<file path="config.mk">
export PLATFORM = sky130hd
export DESIGN_NAME = fpga_input_conditioner
export DESIGN_NICKNAME = d
export VERILOG_FILES = /design/src/rtl/fpga_io_pkg.sv /design/src/rtl/key_debouncer.sv /design/src/rtl/fpga_input_conditioner.sv
export SDC_FILE = /design/constraint.sdc
export NUM_CORES = 1
export LEC_CHECK = 0
export CAP_MARGIN = 10
export CORE_MARGIN = 2
export CORE_UTILIZATION = 35
export CTS_BUF_LIST = sky130_fd_sc_hd__clkbuf_2
export CTS_CLUSTER_SIZE = 10
export DETAILED_ROUTE_END_ITERATION = 12
export PLACE_DENSITY_LB_ADDON = 0.15
export REMOVE_ABC_BUFFERS = 1
export SLEW_MARGIN = 30
export SYNTH_ARGS = -nofsm -noshare
export SYNTH_HDL_FRONTEND = slang
export SYNTH_SLANG_ARGS = --single-unit
</file>
<file path="constraint.sdc">
create_clock -name clk -period 3.64 [get_ports clk]
set_clock_uncertainty 0.2 [all_clocks]
set_input_delay 0.728 -clock clk [delete_from_list [all_inputs] [get_ports clk]]
set_output_delay 0.728 -clock clk [all_outputs]
set_load 0.03 [all_outputs]
</file>
<file path="src/rtl/fpga_io_pkg.sv">
// Shared types and constants for the board input conditioning front end.
// Key roles, switch/word widths and the reset-sequencer state encoding.
package fpga_io_pkg;

  typedef enum logic [1:0] {
    ST_IDLE,
    ST_PRESS,
    ST_HOLD
  } rst_state_t;

  localparam int KEY_RST  = 0;
  localparam int KEY_STEP = 1;
  localparam int KEY_MODE = 2;
  localparam int KEY_LOAD = 3;

  localparam int SW_W   = 10;
  localparam int WORD_W = 16;

  function automatic logic [WORD_W-1:0] sign_extend(input logic [SW_W-1:0] sw);
    return {{(WORD_W - SW_W){sw[SW_W-1]}}, sw};
  endfunction

endpackage

</file>
<file path="src/rtl/key_debouncer.sv">
// One push-button channel: two-flop synchronizer, stability counter and a
// registered single-cycle pulse when the debounced level goes pressed (1->0).
module key_debouncer
  import fpga_io_pkg::*;
#(
  parameter int DEBOUNCE_CYCLES = 500000
) (
  input  logic clk,
  input  logic rst_n,
  input  logic key,
  output logic stable,
  output logic press
);

  localparam int CW = $clog2(DEBOUNCE_CYCLES);

  logic          sync_meta;
  logic          sync_key;
  logic          stable_prev;
  logic [CW-1:0] cnt;

  // The counter never holds DEBOUNCE_CYCLES itself: the cycle that would
  // reach it commits the new level and clears instead.
  always_ff @(posedge clk) begin
    if (!rst_n) begin
      sync_meta   <= 1'b1;
      sync_key    <= 1'b1;
      stable      <= 1'b1;
      stable_prev <= 1'b1;
      press       <= 1'b0;
      cnt         <= '0;
    end else begin
      sync_meta   <= key;
      sync_key    <= sync_meta;
      stable_prev <= stable;
      press       <= stable_prev & ~stable;
      if (sync_key != stable) begin
        if (cnt == CW'(DEBOUNCE_CYCLES - 1)) begin
          stable <= sync_key;
          cnt    <= '0;
        end else begin
          cnt <= cnt + CW'(1);
        end
      end else begin
        cnt <= '0;
      end
    end
  end

endmodule

</file>
<file path="src/rtl/fpga_input_conditioner.sv">
// Board KEY/SW conditioning for cpu_16bit: stretched CPU reset, run/step
// clock enable and the latched sign-extended initial_input word.
module fpga_input_conditioner
  import fpga_io_pkg::*;
#(
  parameter int DEBOUNCE_CYCLES = 500000,
  parameter int RESET_HOLD      = 16
) (
  input  logic              clk,
  input  logic              rst_n,
  input  logic [3:0]        KEY,
  input  logic [SW_W-1:0]   SW,
  output logic              cpu_reset,
  output logic              cpu_clk_en,
  output logic              run_mode,
  output logic [WORD_W-1:0] initial_input,
  output logic [3:0]        key_pressed
);

  localparam int HW = $clog2(RESET_HOLD + 1);

  logic [3:0]      stable;
  logic [3:0]      press;
  rst_state_t      state;
  logic [HW-1:0]   hold_cnt;
  logic [SW_W-1:0] sw_meta;
  logic [SW_W-1:0] sw_sync;

  for (genvar i = 0; i < 4; i++) begin : g_key
    key_debouncer #(
      .DEBOUNCE_CYCLES(DEBOUNCE_CYCLES)
    ) u_debouncer (
      .clk   (clk),
      .rst_n (rst_n),
      .key   (KEY[i]),
      .stable(stable[i]),
      .press (press[i])
    );
  end

  assign key_pressed = ~stable;

  // cpu_reset is registered alongside the state so it reflects the state
  // being entered; HOLD leaves on the edge where the count already reads 1.
  always_ff @(posedge clk) begin
    if (!rst_n) begin
      state     <= ST_HOLD;
      hold_cnt  <= HW'(RESET_HOLD);
      cpu_reset <= 1'b1;
    end else begin
      case (state)
        ST_IDLE: begin
          if (key_pressed[KEY_RST]) begin
            state     <= ST_PRESS;
            cpu_reset <= 1'b1;
          end else begin
            cpu_reset <= 1'b0;
          end
        end
        ST_PRESS: begin
          cpu_reset <= 1'b1;
          if (!key_pressed[KEY_RST]) begin
            state    <= ST_HOLD;
            hold_cnt <= HW'(RESET_HOLD);
          end
        end
        ST_HOLD: begin
          if (key_pressed[KEY_RST]) begin
            state     <= ST_PRESS;
            cpu_reset <= 1'b1;
          end else if (hold_cnt == HW'(1)) begin
            state     <= ST_IDLE;
            cpu_reset <= 1'b0;
          end else begin
            hold_cnt  <= hold_cnt - HW'(1);
            cpu_reset <= 1'b1;
          end
        end
        default: begin
          state     <= ST_HOLD;
          hold_cnt  <= HW'(RESET_HOLD);
          cpu_reset <= 1'b1;
        end
      endcase
    end
  end

  // A step reads the pre-toggle run_mode; key events are dropped in reset.
  always_ff @(posedge clk) begin
    if (!rst_n) begin
      run_mode   <= 1'b1;
      cpu_clk_en <= 1'b0;
    end else begin
      if (!cpu_reset && press[KEY_MODE]) begin
        run_mode <= ~run_mode;
      end
      cpu_clk_en <= !cpu_reset && (run_mode || press[KEY_STEP]);
    end
  end

  always_ff @(posedge clk) begin
    if (!rst_n) begin
      sw_meta       <= '0;
      sw_sync       <= '0;
      initial_input <= '0;
    end else begin
      sw_meta <= SW;
      sw_sync <= sw_meta;
      if (cpu_reset || press[KEY_LOAD]) begin
        initial_input <= sign_extend(sw_sync);
      end
    end
  end

endmodule

</file>
==> summary.md, run 1 <==
| Metric | Value |
|---|---|
| Clock sinks | 134 |
| Total grt overflow | 0 |
| Critical path launch point type | register |
| CTS Buf Count | 17 |
| Worst EP arrival | 1910 ps |
| Max-slew headroom | 0.462 |
| Post-DR wirelength/cell | 12.7 um |
| Yosys warns | 0 |
| Crit share post-route | 0.778 |
| Max clock buf depth | 2 |
| Vias per inst | 4.90 |
| Postcts setup bufs | 0 |
| Detailed Place HPWL | 7270 um |
| Dpl cells | 795 |
| DRT Pass-1 Iters | 5 |
| Worst Setup SP | g_key[0].u_debouncer.stable |
| Resized cells post-CTS | 0 |
| Slew @ Worst Pin | 805 ps |
| R2r setup slk | 1300 ps |
| Area grow syn2layout | 14.3% |
| Initial Util | 0.357 |
| Core area | 0.0151 mm2 |
| Asr flop ratio synth | 0 |
| Max-cap violations | 0 |
| GPL Wtd Cong | 0.807 |
| Critical R2R Launch | g_key[2].u_debouncer.cnt[0] |
| Layout cells sized above 1 | 0.0689 |
| Hold Violations, Final | 0 |
| Setup CP Type | reg2out |
| Final net count | 648 |
| I/O Pins | 39 |
| Largest area contributor in the netlist | dfxtp_1 |
| # port buffers | 38 |
| Die X | 128 um |
| Comb power frac | 0.072 |
| Mapped Area | 0.00541 mm2 |
| First-pass GRT wire length | 18000 um |
| Register area | 0.00268 mm2 |
| Hold Crit Class | reg2reg |
| Ys flop type | dfxtp_1 |
| Antenna violations before repair | 1 |
| Clk_lat worst skew | 680 ps |
| Leakage | 2.02 nW |
| RR Endpoint | g_key[2].u_debouncer.cnt[11] |
| Vias in the first global route | 3760 |
| Register area share after synthesis | 0.496 |
| Max FO, Critical Path | 6 |
| Max Freq | 353 MHz |
| Switching Fraction | 0.240 |
| Die H | 128 um |
| Syn Area/Cell | 9.10 um2 |
| Status | finished clean |
| DRT iter0 DRCs | 263 |
| Top-area cell type share of the netlist area | 0.496 |
| WP data required | 2710 ps |
| Final slew viol count | 0 |
| Critical Path Sink Type | output port |
| Largest net degree at the start of global routing | 44 |
| Multi-input gate area | 0.00254 mm2 |
| Final setup TNS | 0 ps |
| Post-Layout Cell Count | 829 |
| Switching power | 0.650 mW |
| DR vias | 4062 |
| Total die area | 0.0165 mm2 |
| Slowest stage cell, crit path | clkdlybuf4s50_1 |
| Setup violators final | 0 |
| Overall routing resource usage | 0.138 |
| CP cell instances | inv_1 > clkdlybuf4s50_1 |
| WL final | 10500 um |
| Internal power | 2.05 mW |
| Synth Register Bits | 134 |
| Cell area after layout | 0.00618 mm2 |
| Dominant cells by area after synthesis | dfxtp_1 (50%), nor2_1 (5.3%), xnor2_1 (5.2%), xor2_1 (4.9%), nand2_1 (3.7%) |
| Max VDD drop | 0.000216 V |
| Final ANT Viol Nets | 0 |
| Cell Area, Placed | 0.00591 mm2 |
| Worst stage delay on the critical path | 690 ps |
| H-tree depth | 4 |
| EDFF count, synth | 0 |
| Path depth of the worst reg2reg path | 5 |
| Root buffer cell | clkbuf_2 |
| Worst setup path endpoint | key_pressed[0] |
| Flop pwr share | 0.571 |
| Mapped Cells | 594 |
| Clock share of power | 0.357 |
| DRC | 0 |
| Distinct cell type count after synthesis | 50 |
| RSZ-0062 raised after global routing | false |
| Fill cells | 1497 |
| Row count | 45 |
| PD cells | 438 mW/mm2 |
| Min Tclk post-route | 2830 ps |
| Worst-path clk slew | 170 ps |
| Post-layout util | 0.408 |
| Hold Buf Count CTS | 0 |
| CTS tree | done |
[final cells by class]
class                           instances  area share
Clock inverter                         12      0.0257
Timing Repair Buffer                   40      0.0660
Clock buffer                           20      0.0162
Inverter                               14     0.00851
Sequential cell                       134       0.434
Tap cell                              188      0.0381
Multi-Input combinational cell        419       0.410
Antenna cell                            2    0.000810
[worst min path at each step]
| stage | slack [ps] | endpoint | cells after the start | start |
|---|---|---|---|---|
| 2_1_floorplan | 190 | g_key[0].u_debouncer.sync_key | 1 | g_key[0].u_debouncer.sync_meta |
| 3_3_place_gp | 190 | g_key[1].u_debouncer.sync_key | 1 | g_key[1].u_debouncer.sync_meta |
| 3_5_place_dp | 190 | g_key[1].u_debouncer.sync_key | 1 | g_key[1].u_debouncer.sync_meta |
| 4_1_cts | 230 | g_key[1].u_debouncer.sync_key | 1 | g_key[1].u_debouncer.sync_meta |
| 5_1_grt | 250 | g_key[3].u_debouncer.sync_key | 1 | g_key[3].u_debouncer.sync_meta |
| 6_report | 230 | g_key[3].u_debouncer.sync_key | 1 | g_key[3].u_debouncer.sync_meta |
[cell usage after synthesis, drive strengths merged (14+ instances only)]
cell type and instances:
a21oi 23, and2 23, clkbuf 15, dfxtp 134
nand2 53, nand2b 14, nand3 31, nand4 26
nor2 77, nor4 16, xnor2 32, xor2 30
[sequential cells by signal (all words and copies together), names as in the netlist]
signal and flops:
run_mode 1, g_key.u_debouncer.press 3, cpu_clk_en 1, state 2, g_key.u_debouncer.cnt 76, sw_sync 10
sw_meta 10, initial_input 10, g_key.u_debouncer.stable 4, g_key.u_debouncer.sync_key 4, hold_cnt 5, g_key.u_debouncer.stable_prev 3
g_key.u_debouncer.sync_meta 4, cpu_reset 1
[critical path, delay by kind of cell (launching register included)]
kind / cells / cell delay [ps]
buffers and inverters: 2 / 840
flip-flops: 1 / 390
[per-stage QoR]
step	hold WS [ps]	setup WS, ps	total power, mW
5_1_grt	254	638	2.84
2_1_floorplan	186	1080	1.69
6_report	229	807	2.70
4_1_cts	235	687	2.75
3_3_place_gp	189	1010	1.76
3_5_place_dp	193	986	1.77
[placed cells by master (no fill, tap or decap), types with 2 or more instances in the layout]
master	synthesis	routed
nand3_1	31	31
and4_1	10	10
nor4_1	16	16
clkinv_1	1	4
nor2b_1	2	2
clkbuf_2	1	20
nand2_1	53	53
nand4b_1	3	3
nand4_1	25	25
nor2_1	77	77
xnor2_1	32	32
nand2b_1	14	14
and2_1	23	23
nor3b_1	2	2
o211ai_2	2	2
or4_1	5	5
or2_2	2	2
dfxtp_1	134	134
diode_2	0	2
and3_1	4	4
mux2_2	2	2
nor4b_1	3	3
o21ai_0	8	8
bufinv_16	0	4
o31ai_1	3	3
a21oi_1	23	23
or3_1	8	8
ha_1	6	6
nor3_1	13	13
xor2_1	30	30
o21a_1	2	2
mux2i_1	3	3
or3_2	2	2
inv_1	13	13
clkdlybuf4s50_1	0	38
clkinv_2	0	4
[cell families (layout without fill, tap and decap cells)]
family | after synthesis | count (layout) | synth area share
other | 0 | 2 | 0
AND/OR/NAND/NOR | 299 | 299 | 0.290
AO/OA/AOI/OAI | 47 | 47 | 0.0542
XOR/XNOR | 62 | 62 | 0.100
multiplexers | 5 | 5 | 0.00972
buffers and inverters | 41 | 86 | 0.0352
flip-flops | 134 | 134 | 0.496
adder cells (fa/ha/maj) | 6 | 6 | 0.0139
[routing by layer]
layer / routed length [um] / share of wire / vias up / global-route usage
met2: 4690 / 0.45 / 61 / 0.211
li1: - / - / 2115 / -
met5: 0 / 0 / - / 0
met1: 5240 / 0.50 / 1867 / 0.181
met3: 363 / 0.035 / 19 / 0.0396
met4: 216 / 0.021 / 0 / 0.0646
[power groups by stage]
stage               clock network (mW)  registers, mW  logic, mW
global placement                     0           1.57      0.190
global route                      1.07           1.55      0.219
finish                           0.964           1.55      0.194
detailed placement                   0           1.57      0.196
CTS                               1.01           1.54      0.196
floorplan                            0           1.58      0.109
Note: power is estimated with default switching activity, not from simulation.
==> run 2: changes to the inputs <==
clock period = 2.9 ns   (was 3.64 ns; I/O delays follow)
==> summary.md, run 2 (synthesis results as in run 1) <==
| Metric | Value |
|---|---|
| Top delay family on crit path | buffers and inverters (unchanged) |
| Place WS | 403 ps (was 986 ps) |
| GPL Wtd Cong | 0.791 (was 0.807) |
| CP cell instances | inv_1 > clkdlybuf4s50_1 (unchanged) |
| Number of flip-flops in the largest register | 76 (unchanged) |
| R2r setup slk | 540 ps (was 1300 ps) |
| RR Endpoint | g_key[3].u_debouncer.cnt[2] (was g_key[2].u_debouncer.cnt[11]) |
| Total die area | 0.0165 mm2 (unchanged) |
| Setup violators final | 0 (unchanged) |
| Worst setup margin | 186 ps (was 807 ps) |
| DRC | 0 (unchanged) |
| Min Tclk post-route | 2710 ps |
| Max FO, Critical Path | 6 (unchanged) |
| Layout cells sized above 1 | 0.0675 (was 0.0689) |
| Slew @ Worst Pin | 816 ps (was 805 ps) |
| Max VDD drop | 0.000202 V (was 0.000216 V) |
| Total grt overflow | 0 (unchanged) |
| DRT Pass-1 Iters | 4 (was 5) |
| Detailed Place HPWL | 7380 um (was 7270 um) |
| # port buffers | 38 (unchanged) |
| Worst EP arrival | 1930 ps (was 1910 ps) |
| First-pass GRT wire length | 18100 um (was 18000 um) |
| Max clock buf depth | 2 (unchanged) |
| Setup CP Type | reg2out (unchanged) |
| Critical path launch point type | register (unchanged) |
| Clk_lat worst skew | 690 ps (was 680 ps) |
| Critical Path Sink Type | output port (unchanged) |
| Vias in the first global route | 3846 (was 3760) |
| Die X | 128 um (unchanged) |
| CTS Buf Count | 17 (unchanged) |
| Worst setup path endpoint | key_pressed[0] (unchanged) |
| Antenna violations before repair | 1 (unchanged) |
| PD cells | 559 mW/mm2 (was 438 mW/mm2) |
| Post-DR wirelength/cell | 12.8 um (was 12.7 um) |
| Most flop-heavy register | g_key.u_debouncer.cnt (unchanged) |
| Worst Path Buf+Inv | 2 (unchanged) |
| Worst stage delay on the critical path | 700 ps (was 690 ps) |
| Most common cell after layout, fill and taps aside | dfxtp_1 (unchanged) |
| Postcts setup bufs | 0 (unchanged) |
| Max-slew headroom | 0.454 (was 0.462) |
| Area grow syn2layout | 14.6% (was 14.3%) |
| Fill cells | 1532 (was 1497) |
| Hold Buf Count CTS | 0 (unchanged) |
| Initial Util | 0.357 (unchanged) |
| Final slew viol count | 0 (unchanged) |
| H-tree depth | 4 (unchanged) |
| Final setup TNS | 0 ps (unchanged) |
| Critical R2R Launch | g_key[3].u_debouncer.cnt[0] (was g_key[2].u_debouncer.cnt[0]) |
| Resized cells post-CTS | 0 (unchanged) |
| Largest net degree at the start of global routing | 44 (unchanged) |
| Crit share post-route | 0.936 |
| DR vias | 4069 (was 4062) |
| DRT iter0 DRCs | 226 (was 263) |
| I/O Pins | 39 (unchanged) |
| Clock sinks | 134 (unchanged) |
| Root buffer cell | clkbuf_2 (unchanged) |
| Slowest stage cell, crit path | clkdlybuf4s50_1 (unchanged) |
| Final ANT Viol Nets | 0 (unchanged) |
| Core area | 0.0151 mm2 (unchanged) |
| Row count | 45 (unchanged) |
| Most frequent cells in the layout | dfxtp_1 (134), nor2_1 (77), nand2_1 (53) (unchanged) |
| CTS tree | done (unchanged) |
| Stages on worst setup path | 2 (unchanged) |
| WL final | 10500 um (about the same) |
| Worst Setup SP | g_key[0].u_debouncer.stable (unchanged) |
| Max-cap violations | 0 (unchanged) |
| WP data required | 2120 ps (was 2710 ps) |
| Final net count | 648 (unchanged) |
| Status | finished clean (unchanged) |
| Path depth of the worst reg2reg path | 5 (unchanged) |
| Vias per inst | 4.93 (was 4.90) |
| Leakage | 2.03 nW (was 2.02 nW) |
| Max Freq | 368 MHz |
| Hold Violations, Final | 0 (unchanged) |
| Overall routing resource usage | 0.139 (was 0.138) |
| Hold Crit Class | reg2reg (unchanged) |
| Worst-path clk slew | 170 ps (about the same) |
| Die H | 128 um (unchanged) |
| RSZ-0062 raised after global routing | false (unchanged) |
## run 2: per-layer routing
| layer | global-route usage | part of all wire | routed length, um |
|---|---|---|---|
| met5 | 0 | 0 | 0 |
| met4 | 0.0672 | 0.020 | 206 |
| met3 | 0.0380 | 0.038 | 400 |
| met2 | 0.219 | 0.46 | 4840 |
| met1 | 0.176 | 0.48 | 5100 |
## run 2: final cells by class
class	instances	area, um2	share of cell area
Inverter	14	52.6	0.00849
Tap cell	188	235	0.0380
Clock inverter	12	185	0.0299
Antenna cell	1	2.50	0.000404
Sequential cell	134	2680	0.433
Multi-Input combinational cell	419	2540	0.410
Timing Repair Buffer	40	408	0.0659
Clock buffer	18	90.1	0.0145
## run 2: worst min-delay path by stage
stage	start	end	slack [ps]	cells past startpoint
6_report	g_key[2].u_debouncer.sync_meta	g_key[2].u_debouncer.sync_key	230	1
5_1_grt	KEY[2]	g_key[2].u_debouncer.sync_meta	160	2
4_1_cts	KEY[2]	g_key[2].u_debouncer.sync_meta	130	2
3_5_place_dp	g_key[1].u_debouncer.sync_meta	g_key[1].u_debouncer.sync_key	200	1
3_3_place_gp	g_key[1].u_debouncer.sync_meta	g_key[1].u_debouncer.sync_key	190	1
2_1_floorplan	g_key[0].u_debouncer.sync_meta	g_key[0].u_debouncer.sync_key	190	1
## run 2: report_power, final
group / switching, mW / internal, mW
Clock: 0.646 / 0.635
Sequential: 0.0408 / 1.90
Combinational: 0.124 / 0.118
## run 2: worst register-to-register path, stage by stage, from the launching register on
cell	delay [ps]
dfxtp_1	420
ha_1	250
and4_1	260
nand4_1	220
o211ai_2	740
nor2_1	150
## run 2: stage by stage
| stage | power, mW | instances | hold WS [ps] | utilization | cell area (um2) |
|---|---|---|---|---|---|
| after floorplan | 2.12 | 567 | 186 | - | 5270 |
| after global placement | 2.21 | 795 | 191 | 0.390 | 5910 |
| after detailed placement | 2.22 | 795 | 196 | 0.391 | 5910 |
| after CTS | 3.52 | 825 | 134 | 0.409 | 6190 |
| after global routing | 3.63 | 826 | 161 | 0.409 | 6190 |
| final | 3.46 | 826 | 231 | 0.409 | 6190 |
